`config.mk`:
```
export PLATFORM = sky130hd
export DESIGN_NAME = id_ex_stage
export DESIGN_NICKNAME = d
export VERILOG_FILES = /design/src/rtl/id_ex_stage.sv
export SDC_FILE = /design/constraint.sdc
export NUM_CORES = 1
export LEC_CHECK = 0
export CAP_MARGIN = 15
export CORE_MARGIN = 4
export CORE_UTILIZATION = 40
export CTS_BUF_LIST = sky130_fd_sc_hd__clkbuf_8
export CTS_CLUSTER_DIAMETER = 30
export DETAILED_ROUTE_END_ITERATION = 12
export GPL_TIMING_DRIVEN = 0
export HOLD_SLACK_MARGIN = 0.03
export PLACE_DENSITY = 0.82
export SYNTH_ARGS = -nofsm -noshare
export SYNTH_HDL_FRONTEND = slang
export SYNTH_SLANG_ARGS = --single-unit
export TNS_END_PERCENT = 10
```
`constraint.sdc`:
```
create_clock -name clock -period 1 [get_ports clock]
set_input_delay 0.2 -clock clock [delete_from_list [all_inputs] [get_ports clock]]
set_output_delay 0.2 -clock clock [all_outputs]
set_load 0.02 [all_outputs]
```
`src/rtl/id_ex_stage.sv`:
```
// ID/EX pipeline register: decodes ALU control, selects and forwards operands, handles stall/flush.
// Optional macro ID_EX_FORWARD_EN enables writeback forwarding at capture and while holding.
module id_ex_stage #(
  parameter int XLEN = 32
) (
  input  logic            clock,
  input  logic            reset,
  input  logic            stall,
  input  logic            flush,
  input  logic            in_valid,
  input  logic [6:0]      opcode,
  input  logic [2:0]      funct3,
  input  logic [6:0]      funct7,
  input  logic [4:0]      rs1,
  input  logic [4:0]      rs2,
  input  logic [4:0]      rd,
  input  logic [XLEN-1:0] rs1_data,
  input  logic [XLEN-1:0] rs2_data,
  input  logic [XLEN-1:0] imm,
  input  logic [XLEN-1:0] pc,
  input  logic            fwd_we,
  input  logic [4:0]      fwd_rd,
  input  logic [XLEN-1:0] fwd_data,
  output logic [5:0]      alu_ctrl,
  output logic            branch_op,
  output logic [XLEN-1:0] operand_a,
  output logic [XLEN-1:0] operand_b,
  output logic [4:0]      rd_out,
  output logic            reg_write,
  output logic [XLEN-1:0] pc_out,
  output logic            out_valid,
  output logic            illegal
);

`ifdef ID_EX_FORWARD_EN
  localparam bit FWD_EN = 1'b1;
`else
  localparam bit FWD_EN = 1'b0;
`endif

  localparam logic [6:0] OP_R      = 7'b0110011;
  localparam logic [6:0] OP_I      = 7'b0010011;
  localparam logic [6:0] OP_LOAD   = 7'b0000011;
  localparam logic [6:0] OP_STORE  = 7'b0100011;
  localparam logic [6:0] OP_BRANCH = 7'b1100011;
  localparam logic [6:0] OP_LUI    = 7'b0110111;
  localparam logic [6:0] OP_AUIPC  = 7'b0010111;
  localparam logic [6:0] OP_JAL    = 7'b1101111;
  localparam logic [6:0] OP_JALR   = 7'b1100111;
  localparam logic [5:0] CTRL_PASS = 6'b111111;

  // a_rs/b_rs and the stored indices let a held operand pick up a late writeback.
  typedef struct packed {
    logic            valid;
    logic [5:0]      alu_ctrl;
    logic            branch_op;
    logic            reg_write;
    logic [4:0]      rd;
    logic [XLEN-1:0] a;
    logic [XLEN-1:0] b;
    logic [XLEN-1:0] pc;
    logic            a_rs;
    logic            b_rs;
    logic [4:0]      a_idx;
    logic [4:0]      b_idx;
    logic            illegal;
  } stage_t;

  stage_t stage_d, stage_q;

  function automatic logic fwd_hit(input logic we, input logic [4:0] wr_idx,
                                   input logic [4:0] idx);
    return FWD_EN && we && (idx != 5'd0) && (idx == wr_idx);
  endfunction

  logic [XLEN-1:0] rs1_val, rs2_val;
  logic [5:0]      dec_ctrl;
  logic            dec_legal, dec_branch, dec_rw;
  logic [XLEN-1:0] dec_a, dec_b;
  logic            dec_a_rs, dec_b_rs;

  assign rs1_val = fwd_hit(fwd_we, fwd_rd, rs1) ? fwd_data : rs1_data;
  assign rs2_val = fwd_hit(fwd_we, fwd_rd, rs2) ? fwd_data : rs2_data;

  // NOTE: every signal assigned in always_comb gets a default first, so no latch is inferred.
  always_comb begin
    dec_legal  = 1'b1;
    dec_ctrl   = 6'b000000;
    dec_branch = 1'b0;
    dec_rw     = 1'b1;
    dec_a      = rs1_val;
    dec_a_rs   = 1'b1;
    dec_b      = rs2_val;
    dec_b_rs   = 1'b1;
    case (opcode)
      OP_R: dec_ctrl = {2'b00, funct7[5], funct3};
      OP_I: begin
        // Only SRAI carries funct7[5]; ADDI with a stray bit must not become SUB.
        dec_ctrl = {2'b00, (funct3 == 3'b101) & funct7[5], funct3};
        dec_b    = imm;
        dec_b_rs = 1'b0;
      end
      OP_LOAD: begin
        dec_b    = imm;
        dec_b_rs = 1'b0;
      end
      OP_STORE: begin
        dec_b    = imm;
        dec_b_rs = 1'b0;
        dec_rw   = 1'b0;
      end
      OP_BRANCH: begin
        dec_ctrl   = {3'b010, funct3};
        dec_branch = 1'b1;
        dec_rw     = 1'b0;
        dec_legal  = (funct3[2:1] != 2'b01);
      end
      OP_LUI: begin
        dec_ctrl = CTRL_PASS;
        dec_a    = '0;
        dec_a_rs = 1'b0;
        dec_b    = imm;
        dec_b_rs = 1'b0;
      end
      OP_AUIPC: begin
        dec_a    = pc;
        dec_a_rs = 1'b0;
        dec_b    = imm;
        dec_b_rs = 1'b0;
      end
      OP_JAL, OP_JALR: begin
        dec_ctrl = CTRL_PASS;
        dec_b    = pc + XLEN'(4);
        dec_b_rs = 1'b0;
      end
      default: dec_legal = 1'b0;
    endcase
  end

  always_comb begin
    stage_d         = stage_q;
    stage_d.illegal = 1'b0;
    if (flush) begin
      stage_d = '0;
    end else if (stall) begin
      if (stage_q.a_rs && fwd_hit(fwd_we, fwd_rd, stage_q.a_idx)) stage_d.a = fwd_data;
      if (stage_q.b_rs && fwd_hit(fwd_we, fwd_rd, stage_q.b_idx)) stage_d.b = fwd_data;
    end else if (!in_valid || !dec_legal) begin
      stage_d         = '0;
      stage_d.illegal = in_valid;
    end else begin
      stage_d.valid     = 1'b1;
      stage_d.alu_ctrl  = dec_ctrl;
      stage_d.branch_op = dec_branch;
      stage_d.reg_write = dec_rw;
      stage_d.rd        = rd;
      stage_d.a         = dec_a;
      stage_d.b         = dec_b;
      stage_d.pc        = pc;
      stage_d.a_rs      = dec_a_rs;
      stage_d.b_rs      = dec_b_rs;
      stage_d.a_idx     = rs1;
      stage_d.b_idx     = rs2;
    end
  end

  // NOTE: sequential state uses non-blocking assignments so all flops update together.
  always_ff @(posedge clock or negedge reset) begin
    if (!reset) stage_q <= '0;
    else        stage_q <= stage_d;
  end

  assign alu_ctrl  = stage_q.alu_ctrl;
  assign branch_op = stage_q.branch_op;
  assign operand_a = stage_q.a;
  assign operand_b = stage_q.b;
  assign rd_out    = stage_q.rd;
  assign reg_write = stage_q.reg_write;
  assign pc_out    = stage_q.pc;
  assign out_valid = stage_q.valid;
  assign illegal   = stage_q.illegal;

endmodule

```
==> impl_metrics.ini, run 1 <==
[status]
outcome = finished with violations
violations = negative hold slack, negative setup slack

[cts]
htree_num_levels = 3
cts_inserted_buffers = 9
max-clock-path-buffers = 2
cts.sinks = 111
clock_tree.root_cell = sky130_fd_sc_hd__clkbuf_8
hold_buffers = 1
worst_skew_late_latency_ns = 0.38
worst_setup_hold_path_clk_slew_ns = 0.12
tritoncts_clock_tree = built

[pwr]
power.net_switching_mw = 2.48
total_power_mw = 10.0
power.clock.fraction_pct = 38.1
switching_share_pct = 24.7
peakVddDrop_uv = 885
combPwrFrac_pct = 16.8
internal-power_mw = 7.56
p_leak_nw = 4.50
power.density_cell_area_nw_per_um2 = 1030
power.sequential.fraction_pct = 45.1

[cells_and_area]
fillCellCount = 1094
most_frequent_cells_in_the_layout = 111 x sky130_fd_sc_hd__dfrtp_1, 111 x sky130_fd_sc_hd__clkdlybuf4s50_1, 78 x sky130_fd_sc_hd__nand2_1
utilization_pct = 70.0
flow.area_growth_from_synthesis_pct = 70.1
antenna_cells = 0
layoutNonFillerInstCount = 1082
num-nets-final = 1101
final_layout_size_suffix_gt1_share_pct = 35.5

[yosys]
async_reset_ff_share_pct = 100
complex_gate_fraction_of_the_synthesized_area_pct = 22.5
syn_inst = 606
ys_types = 46
yosys_warnings = 0
post_synth_instance_area_sq_um = 5730
synth.avg_cell_area_sq_um = 9.46
ys_seq_area_share_pct = 48.5
synth_edf_count = 0
synth_xor_xnor_area_share_pct = 4.12
synth_fa_ha_area_share_pct = 0.218
dominant_combinational_cell_family_by_area_after_synthesis = compound AO/OA/AOI/OAI gates
synth-simple-area-share_pct = 18.9
dominantRegCellSynth = sky130_fd_sc_hd__dfrtp_1
postSynthNetCount = 810
proportion_of_synthesized_area_in_mux_cells_pct = 1.22
ys_ff_latch = 111

[die]
fp.dieArea_sq_um = 16300
fp.dieH_um = 128
floorplan.rows = 43
core_region_area_sq_um = 13900
io_pins = 314
initial_core_util_pct = 41.1
die-width_um = 128

[global_routing]
first_global_vias = 6054
grt.total_usage_pct = 27.4
overflow = 0
grt_start_max_net_pins = 75
grt_antenna_before_repair = 1
grt_first_pass_wirelength_um = 34900

[setup_path]
critical_path.reg2reg.endpoint = operand_b[11]
reg2reg_slack_ns = 0.15
r2r_cells = 1
endpoint_arrival_time_on_the_critical_path_ns = 1.72
worstSetupEndpointType = register
required_ns = 1.26
r2r_start = operand_b[11]
crit_fanout = 5
element_type_at_the_critical_path_start = primary input
timing_worst_setup_path_type = in -> reg

[placement]
place.gp.congestion = 0.874
dp_hpwl_um = 17000
port-buffer-count = 257
dpl.cell_count = 1044

[route]
routedWlPerCell_um = 21.7
via_per_inst = 5.64
drt_iter0_drc = 326
dr.pass1.iters = 5
postRouteWirelength_um = 23400
drt_drc_violations_left = 0
antenna_left = 0
via_count = 6101

[timing]
slew-limit-headroom_pct = 49.0
post-route-period-util_pct = 146
timing.final.hold_violations = 37
clock_skew_ns = 0
timing.final.max_slew_violations = 0
fin_worst_hold_slack_ns = -0.0900
grt_setup_unrepaired = yes
setup_slack_ns = -0.463
timing.final.crit_period_ns = 1.46
finalSetupViolCount = 222
slew_worst_pin_ns = 0.764
max_clock_freq_mhz = 683

[flow_run]
max_cap_viols = 0

[hold_path]
hold_path_class = in -> async
-- metrics by stage --
stage	area, sq um	worst slack (ns)	TNS, ns
2_1_floorplan	5980	-0.543	-57.61
3_3_place_gp	8780	-4.64	-681.32
3_5_place_dp	8810	-1.63	-170.92
4_1_cts	9380	-0.455	-56.53
5_1_grt	9750	-0.483	-60.99
6_report	9750	-0.463	-54.61
-- worst max-delay path: stages --
cell and delay, ns:
sky130_fd_sc_hd__buf_8 0.10, sky130_fd_sc_hd__or3b_4 0.41, sky130_fd_sc_hd__o22a_4 0.28, sky130_fd_sc_hd__clkbuf_4 0.18, sky130_fd_sc_hd__and3_1 0.18, sky130_fd_sc_hd__o211ai_1 0.25
sky130_fd_sc_hd__o211ai_1 0.13
-- routing by layer --
metal / GRT usage, % / share of wire (%)
met5: 0 / 0.030
met4: 7.87 / 2.4
met3: 5.96 / 7.3
met2: 45.9 / 49
met1: 35.9 / 41
-- kinds of logic after synthesis --
family / count (synthesis)
flops: 111
buf+inv: 61
mux: 7
xor+xnor: 27
fa+ha+maj: 1
compound gates: 192
simple gates: 207
-- worst max-delay path by stage --
stage               from            end  cells after the start  slack [ns]
4_1_cts        opcode[6]  operand_b[17]                      7       -0.45
5_1_grt        opcode[6]  operand_b[20]                      8       -0.48
6_report       opcode[6]  operand_b[12]                      7       -0.46
3_5_place_dp   opcode[4]  operand_b[22]                      6       -1.63
3_3_place_gp       reset        illegal                      1       -4.64
2_1_floorplan  opcode[3]  operand_a[11]                      7       -0.54
-- Yosys cell counts, types with 2 or more instances --
master	n	area share (%)
sky130_fd_sc_hd__a22o_1	41	6.3
sky130_fd_sc_hd__xor2_1	18	2.7
sky130_fd_sc_hd__o21ai_1	31	2.7
sky130_fd_sc_hd__nand3_1	15	1.3
sky130_fd_sc_hd__nor2_1	17	1.1
sky130_fd_sc_hd__buf_4	4	0.52
sky130_fd_sc_hd__nor3b_1	30	3.9
sky130_fd_sc_hd__o31a_1	2	0.31
sky130_fd_sc_hd__a21oi_1	39	3.4
sky130_fd_sc_hd__nand4_1	15	1.6
sky130_fd_sc_hd__a221o_1	3	0.52
sky130_fd_sc_hd__mux2i_1	7	1.2
sky130_fd_sc_hd__and2_1	8	0.87
sky130_fd_sc_hd__inv_1	12	0.79
sky130_fd_sc_hd__o31ai_1	7	0.92
sky130_fd_sc_hd__xnor2_1	9	1.4
sky130_fd_sc_hd__o21ai_0	30	2.6
sky130_fd_sc_hd__a221oi_1	11	1.7
sky130_fd_sc_hd__clkbuf_1	32	2.1
sky130_fd_sc_hd__o211ai_1	11	1.4
sky130_fd_sc_hd__nand2b_1	2	0.22
sky130_fd_sc_hd__nor2b_1	2	0.22
sky130_fd_sc_hd__and3_1	21	2.3
sky130_fd_sc_hd__o221ai_1	3	0.46
sky130_fd_sc_hd__buf_2	13	1.1
sky130_fd_sc_hd__nor4_1	4	0.44
sky130_fd_sc_hd__dfrtp_1	111	48
sky130_fd_sc_hd__nand2_1	80	5.2
sky130_fd_sc_hd__nor3_1	5	0.44
sky130_fd_sc_hd__a32oi_1	7	1.1
-- final cells by class --
type,instances,area [sq um],area share (%)
Clock inverter,7,166,1.71
Tap cell,180,225,2.31
Timing Repair Buffer,282,2650,27.2
Clock buffer,9,124,1.27
Multi-Input combinational cell,434,3310,34.0
Buffer,47,453,4.64
Inverter,12,45.0,0.462
Sequential cell,111,2780,28.5
-- timing repair --
action                     CTS  global route
gates cloned                 3             2
pin swaps                   49            27
hold endpoints to repair    37            37
setup buffers               13             5
gates resized for setup    701           118
setup endpoints to repair  222           296
-- registers in the layout, summed over array words and instances (netlist names) --
signal,cells
alu_ctrl,6
branch_op,1
illegal,1
operand_a,32
operand_b,32
out_valid,1
pc_out,32
rd_out,5
reg_write,1
-- power groups by stage --
stage	Clock (mW)	Sequential, mW	Combinational, mW
after floorplan	0	4.65	0.466
after global placement	0	4.62	1.46
after detailed placement	0	4.61	1.49
after CTS	3.89	4.53	1.60
after global routing	4.06	4.53	1.80
final	3.82	4.53	1.69
(Power assumes the default switching activity.)
==> inputs of run 2 (changes only) <==
--- a/config.mk
+++ b/config.mk
@@ -7,13 +7,13 @@
 export LEC_CHECK = 0
 export CAP_MARGIN = 15
 export CORE_MARGIN = 4
-export CORE_UTILIZATION = 40
+export CORE_UTILIZATION = 36
 export CTS_BUF_LIST = sky130_fd_sc_hd__clkbuf_8
-export CTS_CLUSTER_DIAMETER = 30
+export CTS_CLUSTER_DIAMETER = 80
 export DETAILED_ROUTE_END_ITERATION = 12
 export GPL_TIMING_DRIVEN = 0
 export HOLD_SLACK_MARGIN = 0.03
-export PLACE_DENSITY = 0.82
+export PLACE_DENSITY = 0.78
 export SYNTH_ARGS = -nofsm -noshare
 export SYNTH_HDL_FRONTEND = slang
 export SYNTH_SLANG_ARGS = --single-unit
==> constraint.sdc (replaced) <==
create_clock -name clock -period 1.2 [get_ports clock]
set_input_delay 0.24 -clock clock [delete_from_list [all_inputs] [get_ports clock]]
set_output_delay 0.24 -clock clock [all_outputs]
set_load 0.02 [all_outputs]
==> run 2 against run 1 <==
Net effect:
- the run ends with negative setup slack left
- final area is 1.1% higher
- sequential share of layout area fell by 0.30 points
- wire length increased by 2.3%
==> impl_metrics.ini, run 2 (synthesis gave the netlist of run 1 again) <==
[setup_path]
crit_fanout = 10
required_ns = 1.47
element_type_at_the_critical_path_start = primary input
endpoint_arrival_time_on_the_critical_path_ns = 1.79
timing_worst_setup_path_type = in -> reg
worstSetupEndpointType = register

[pwr]
power.clock.fraction_pct = 32.1
power.sequential.fraction_pct = 49.5
internal-power_mw = 5.46
peakVddDrop_uv = 578
total_power_mw = 7.62
power.density_cell_area_nw_per_um2 = 773
switching_share_pct = 28.3
combPwrFrac_pct = 18.3
p_leak_nw = 4.54
power.net_switching_mw = 2.16

[route]
via_count = 6133
routedWlPerCell_um = 21.4
drt_iter0_drc = 266
drt_drc_violations_left = 0
dr.pass1.iters = 5
via_per_inst = 5.48
antenna_left = 0
postRouteWirelength_um = 24000

[timing]
max_clock_freq_mhz = 659
slew-limit-headroom_pct = 45.6
timing.final.hold_violations = 0
slew_worst_pin_ns = 0.817
timing.final.max_slew_violations = 0
setup_slack_ns = -0.318
timing.final.crit_period_ns = 1.52
post-route-period-util_pct = 127
clock_skew_ns = 0
grt_setup_unrepaired = yes
finalSetupViolCount = 126

[cts]
worst_skew_late_latency_ns = 0.38
tritoncts_clock_tree = built
max-clock-path-buffers = 2
clock_tree.root_cell = sky130_fd_sc_hd__clkbuf_8
worst_setup_hold_path_clk_slew_ns = 0.12
cts.sinks = 111
cts_inserted_buffers = 9
htree_num_levels = 3

[placement]
place.gp.congestion = 0.862
dp_hpwl_um = 17300
port-buffer-count = 257

[global_routing]
overflow = 0
grt.total_usage_pct = 25.9
grt_antenna_before_repair = 1
first_global_vias = 6224
grt_start_max_net_pins = 68
grt_first_pass_wirelength_um = 36200

[cells_and_area]
final_layout_size_suffix_gt1_share_pct = 36.9
num-nets-final = 1106
most_frequent_cells_in_the_layout = 111 x sky130_fd_sc_hd__dfrtp_1, 111 x sky130_fd_sc_hd__clkdlybuf4s50_1, 80 x sky130_fd_sc_hd__nand2_1
flow.area_growth_from_synthesis_pct = 71.9
utilization_pct = 63.9

[die]
floorplan.rows = 45
core_region_area_sq_um = 15400
fp.dieH_um = 134
fp.dieArea_sq_um = 18000
io_pins = 314
initial_core_util_pct = 37.2
die-width_um = 134

[status]
violations = negative setup slack
outcome = finished with violations

[flow_run]
max_cap_viols = 0

[hold_path]
hold_path_class = in -> reg
-- run 2: changes by cell type in the layout (fill, tap and decap cells not counted), moves of 4 or more --
cell / delta
sky130_fd_sc_hd__buf_6: -9
sky130_fd_sc_hd__buf_8: +8
sky130_fd_sc_hd__dlygate4sd2_1: +5
sky130_fd_sc_hd__a21oi_1: -8
sky130_fd_sc_hd__a21oi_2: +10
sky130_fd_sc_hd__o31ai_1: -6
sky130_fd_sc_hd__o31ai_4: +5
sky130_fd_sc_hd__buf_2: +12
sky130_fd_sc_hd__bufinv_16: -4
sky130_fd_sc_hd__clkdlybuf4s15_2: -4
-- run 2: worst paths after layout --
| kind | slack, ns | startpoint | to | depth (start not counted) |
|---|---|---|---|---|
| setup / recovery | -0.32 | opcode[3] | operand_b[20] | 7 |
| hold / removal | 0.16 | pc[8] | pc_out[8] | 2 |
| setup reg to reg | 0.26 | operand_b[20] | operand_b[20] | 2 |
| hold reg to reg | 0.48 | operand_a[5] | operand_a[5] | 2 |
| max in group asynchronous | 0.18 | reset | rd_out[4] | 3 |
| min in group asynchronous | 0.33 | reset | pc_out[12] | 2 |
-- run 2: power by group through the flow --
stage	sequential [mW]	clock, mW	combinational (mW)
2_1_floorplan	3.87	0	0.389
3_3_place_gp	3.85	0	1.22
3_5_place_dp	3.84	0	1.24
4_1_cts	3.77	2.47	1.34
5_1_grt	3.78	2.65	1.49
6_report	3.77	2.45	1.40
-- run 2: through the flow --
step | cells | area [sq um] | hold WS (ns) | setup slack [ns] | TNS (ns)
after global routing | 1118 | 9850 | 0.145 | -0.333 | -33.40
after detailed placement | 1075 | 8850 | 0.196 | -1.41 | -135.05
final | 1119 | 9860 | 0.161 | -0.318 | -27.94
after floorplan | 606 | 5980 | -0.0556 | -0.383 | -39.85
after global placement | 1074 | 8820 | 0.463 | -4.53 | -635.10
after CTS | 1111 | 9410 | 0.173 | -0.291 | -21.72
-- run 2: layout make-up --
class                           instances  area [sq um]
Timing Repair Buffer                  287          2670
Clock inverter                          7          81.3
Antenna cell                            1          2.50
Buffer                                 47           498
Tap cell                              211           264
Clock buffer                            9           124
Inverter                               12          45.0
Sequential cell                       111          2780
Fill cell                            1331          5570
Multi-Input combinational cell        434          3400
-- run 2: critical path: stages --
cell,delay (ns)
sky130_fd_sc_hd__buf_8,0.10
sky130_fd_sc_hd__or3b_4,0.42
sky130_fd_sc_hd__o22a_4,0.27
sky130_fd_sc_hd__buf_6,0.16
sky130_fd_sc_hd__mux2i_1,0.13
sky130_fd_sc_hd__a32oi_1,0.34
sky130_fd_sc_hd__o31ai_4,0.12
-- run 2: what timing repair did --
action | in CTS | in global routing
hold endpoints to repair | 44 | 0
pin swaps | 32 | 33
hold buffers | 1 | 0
resized for setup | 706 | 125
setup endpoints to repair | 222 | 221
buffers inserted | 15 | 4
gates cloned | 5 | 4
-- run 2: per-layer routing --
layer	wire length, um	global-route usage (%)
met5	13	0
met4	618	8.82
met3	1850	6.23
met2	11600	42.0
met1	9910	34.2
==> inputs of run 3 (changes only) <==
--- a/config.mk
+++ b/config.mk
@@ -14,6 +14,7 @@
 export GPL_TIMING_DRIVEN = 0
 export HOLD_SLACK_MARGIN = 0.03
 export PLACE_DENSITY = 0.78
+export RECOVER_POWER = 50
 export SYNTH_ARGS = -nofsm -noshare
 export SYNTH_HDL_FRONTEND = slang
 export SYNTH_SLANG_ARGS = --single-unit
==> run 3 against run 2 <==
Net effect:
- the flow still finishes with violations (negative setup slack)
- global-route usage stayed put
- sequential cell count unchanged
- sequential power hardly changed
- largest cell class unchanged
- highest routed layer unchanged
- wire length about the same
==> impl_metrics.ini, run 3 (synthesis gave the netlist of run 1 again) <==
[die]
die-width_um = 134
floorplan.rows = 45
fp.dieArea_sq_um = 18000
io_pins = 314
initial_core_util_pct = 37.2
core_region_area_sq_um = 15400
fp.dieH_um = 134

[setup_path]
endpoint_arrival_time_on_the_critical_path_ns = 1.79
worstSetupEndpointType = register
critPathSlowestCell = sky130_fd_sc_hd__or3b_4
timing_worst_setup_path_type = in -> reg
element_type_at_the_critical_path_start = primary input
slowest_delay_ns = 0.42
reg2reg_slack_ns = 0.26
cp_cell_sequence = buf_8 > or3b_4 > o22a_4 > buf_6 > mux2i_1 > a32oi_1 > o31ai_4
worst_path_buf_inv = 2
required_ns = 1.47
crit_fanout = 10
critical_path.top_delay_family = compound AO/OA/AOI/OAI gates

[cells_and_area]
num-nets-final = 1106
utilization_pct = 63.9
final_layout_size_suffix_gt1_share_pct = 36.9
flow.area_growth_from_synthesis_pct = 71.9
most_frequent_cells_in_the_layout = 111 x sky130_fd_sc_hd__dfrtp_1, 111 x sky130_fd_sc_hd__clkdlybuf4s50_1, 80 x sky130_fd_sc_hd__nand2_1
layoutNonFillerInstCount = 1119
fillCellCount = 1330

[cts]
cts_inserted_buffers = 9
max-clock-path-buffers = 2
tritoncts_clock_tree = built
cts.sinks = 111
htree_num_levels = 3
worst_skew_late_latency_ns = 0.38
worst_setup_hold_path_clk_slew_ns = 0.12
clock_tree.root_cell = sky130_fd_sc_hd__clkbuf_8

[timing]
clock_skew_ns = 0
post-route-period-util_pct = 127
timing.final.max_slew_violations = 0
fin_worst_hold_slack_ns = 0.161
setup_slack_ns = -0.318
finalSetupViolCount = 135
timing.final.hold_violations = 0
slew_worst_pin_ns = 0.817
timing.final.crit_period_ns = 1.52
max_clock_freq_mhz = 659
slew-limit-headroom_pct = 45.6
grt_setup_unrepaired = yes

[pwr]
internal-power_mw = 5.46
power.density_cell_area_nw_per_um2 = 773
p_leak_nw = 4.54
power.sequential.fraction_pct = 49.5
power.net_switching_mw = 2.16
power.clock.fraction_pct = 32.1
combPwrFrac_pct = 18.3
switching_share_pct = 28.3
peakVddDrop_uv = 578

[status]
outcome = finished with violations
violations = negative setup slack

[hold_path]
hold_path_class = in -> reg

[route]
drt_drc_violations_left = 0
dr.pass1.iters = 5
routedWlPerCell_um = 21.4
via_per_inst = 5.47
drt_iter0_drc = 266
via_count = 6126
antenna_left = 0
postRouteWirelength_um = 24000

[placement]
dp_hpwl_um = 17300
dpl.cell_count = 1075
place.gp.congestion = 0.862
pre_cts_slack_ns = -1.41
port-buffer-count = 257

[global_routing]
grt_antenna_before_repair = 1
overflow = 0
first_global_vias = 6224
grt_start_max_net_pins = 68
grt_first_pass_wirelength_um = 36200
grt.total_usage_pct = 25.9

[flow_run]
max_cap_viols = 0
run 3: cell count changes in the layout (fill, tap and decap cells not counted), sizes merged:
| cell | previous run | this run |
|---|---|---|
| clkbuf | 43 | 44 |
| buf | 165 | 164 |
run 3: metrics by stage:
step | area [sq um] | total power, mW | setup TNS, ns
global route | 9850 | 7.92 | -43.45
global placement | 8820 | 5.07 | -635.10
finish | 9850 | 7.62 | -27.93
detailed placement | 8850 | 5.09 | -135.05
floorplan | 5980 | 4.26 | -39.85
CTS | 9410 | 7.58 | -21.72
run 3: final cells by class:
| cell class | instances | area [sq um] | area share, % |
|---|---|---|---|
| Multi-Input combinational cell | 434 | 3400 | 34.5 |
| Clock inverter | 7 | 81.3 | 0.825 |
| Tap cell | 211 | 264 | 2.68 |
| Sequential cell | 111 | 2780 | 28.2 |
| Clock buffer | 9 | 124 | 1.26 |
| Timing Repair Buffer | 287 | 2660 | 27.0 |
| Antenna cell | 1 | 2.50 | 0.0254 |
| Inverter | 12 | 45.0 | 0.457 |
| Buffer | 47 | 498 | 5.05 |
run 3: worst paths after layout:
path,from,end,cells past startpoint
setup / recovery,opcode[3],operand_b[20],7
hold / removal,pc[8],pc_out[8],2
setup reg to reg,operand_b[20],operand_b[20],2
hold reg to reg,operand_a[5],operand_a[5],2
max in group asynchronous,reset,rd_out[4],3
min in group asynchronous,reset,pc_out[12],2
run 3: layer usage:
layer / vias to the layer above / routed length [um] / global-route usage (%)
met1: 3033 / 9950 / 34.2
li1: 2810 / - / -
met2: 239 / 11600 / 42.0
met4: 2 / 618 / 8.82
met3: 42 / 1810 / 6.23
met5: - / 13 / 0
run 3: power by group through the flow:
stage	combinational (mW)	clock (mW)	sequential [mW]
floorplan	0.389	0	3.87
global placement	1.22	0	3.85
detailed placement	1.24	0	3.84
CTS	1.34	2.47	3.77
global route	1.49	2.65	3.78
finish	1.40	2.45	3.77
run 3: what timing repair did:
action	4_1_cts	5_1_grt
setup buffers	15	4
cloned	5	4
hold endpoints to repair	44	0
gates resized for setup	706	125
pin swaps	32	33
setup endpoints to repair	222	221
hold buffers	1	0
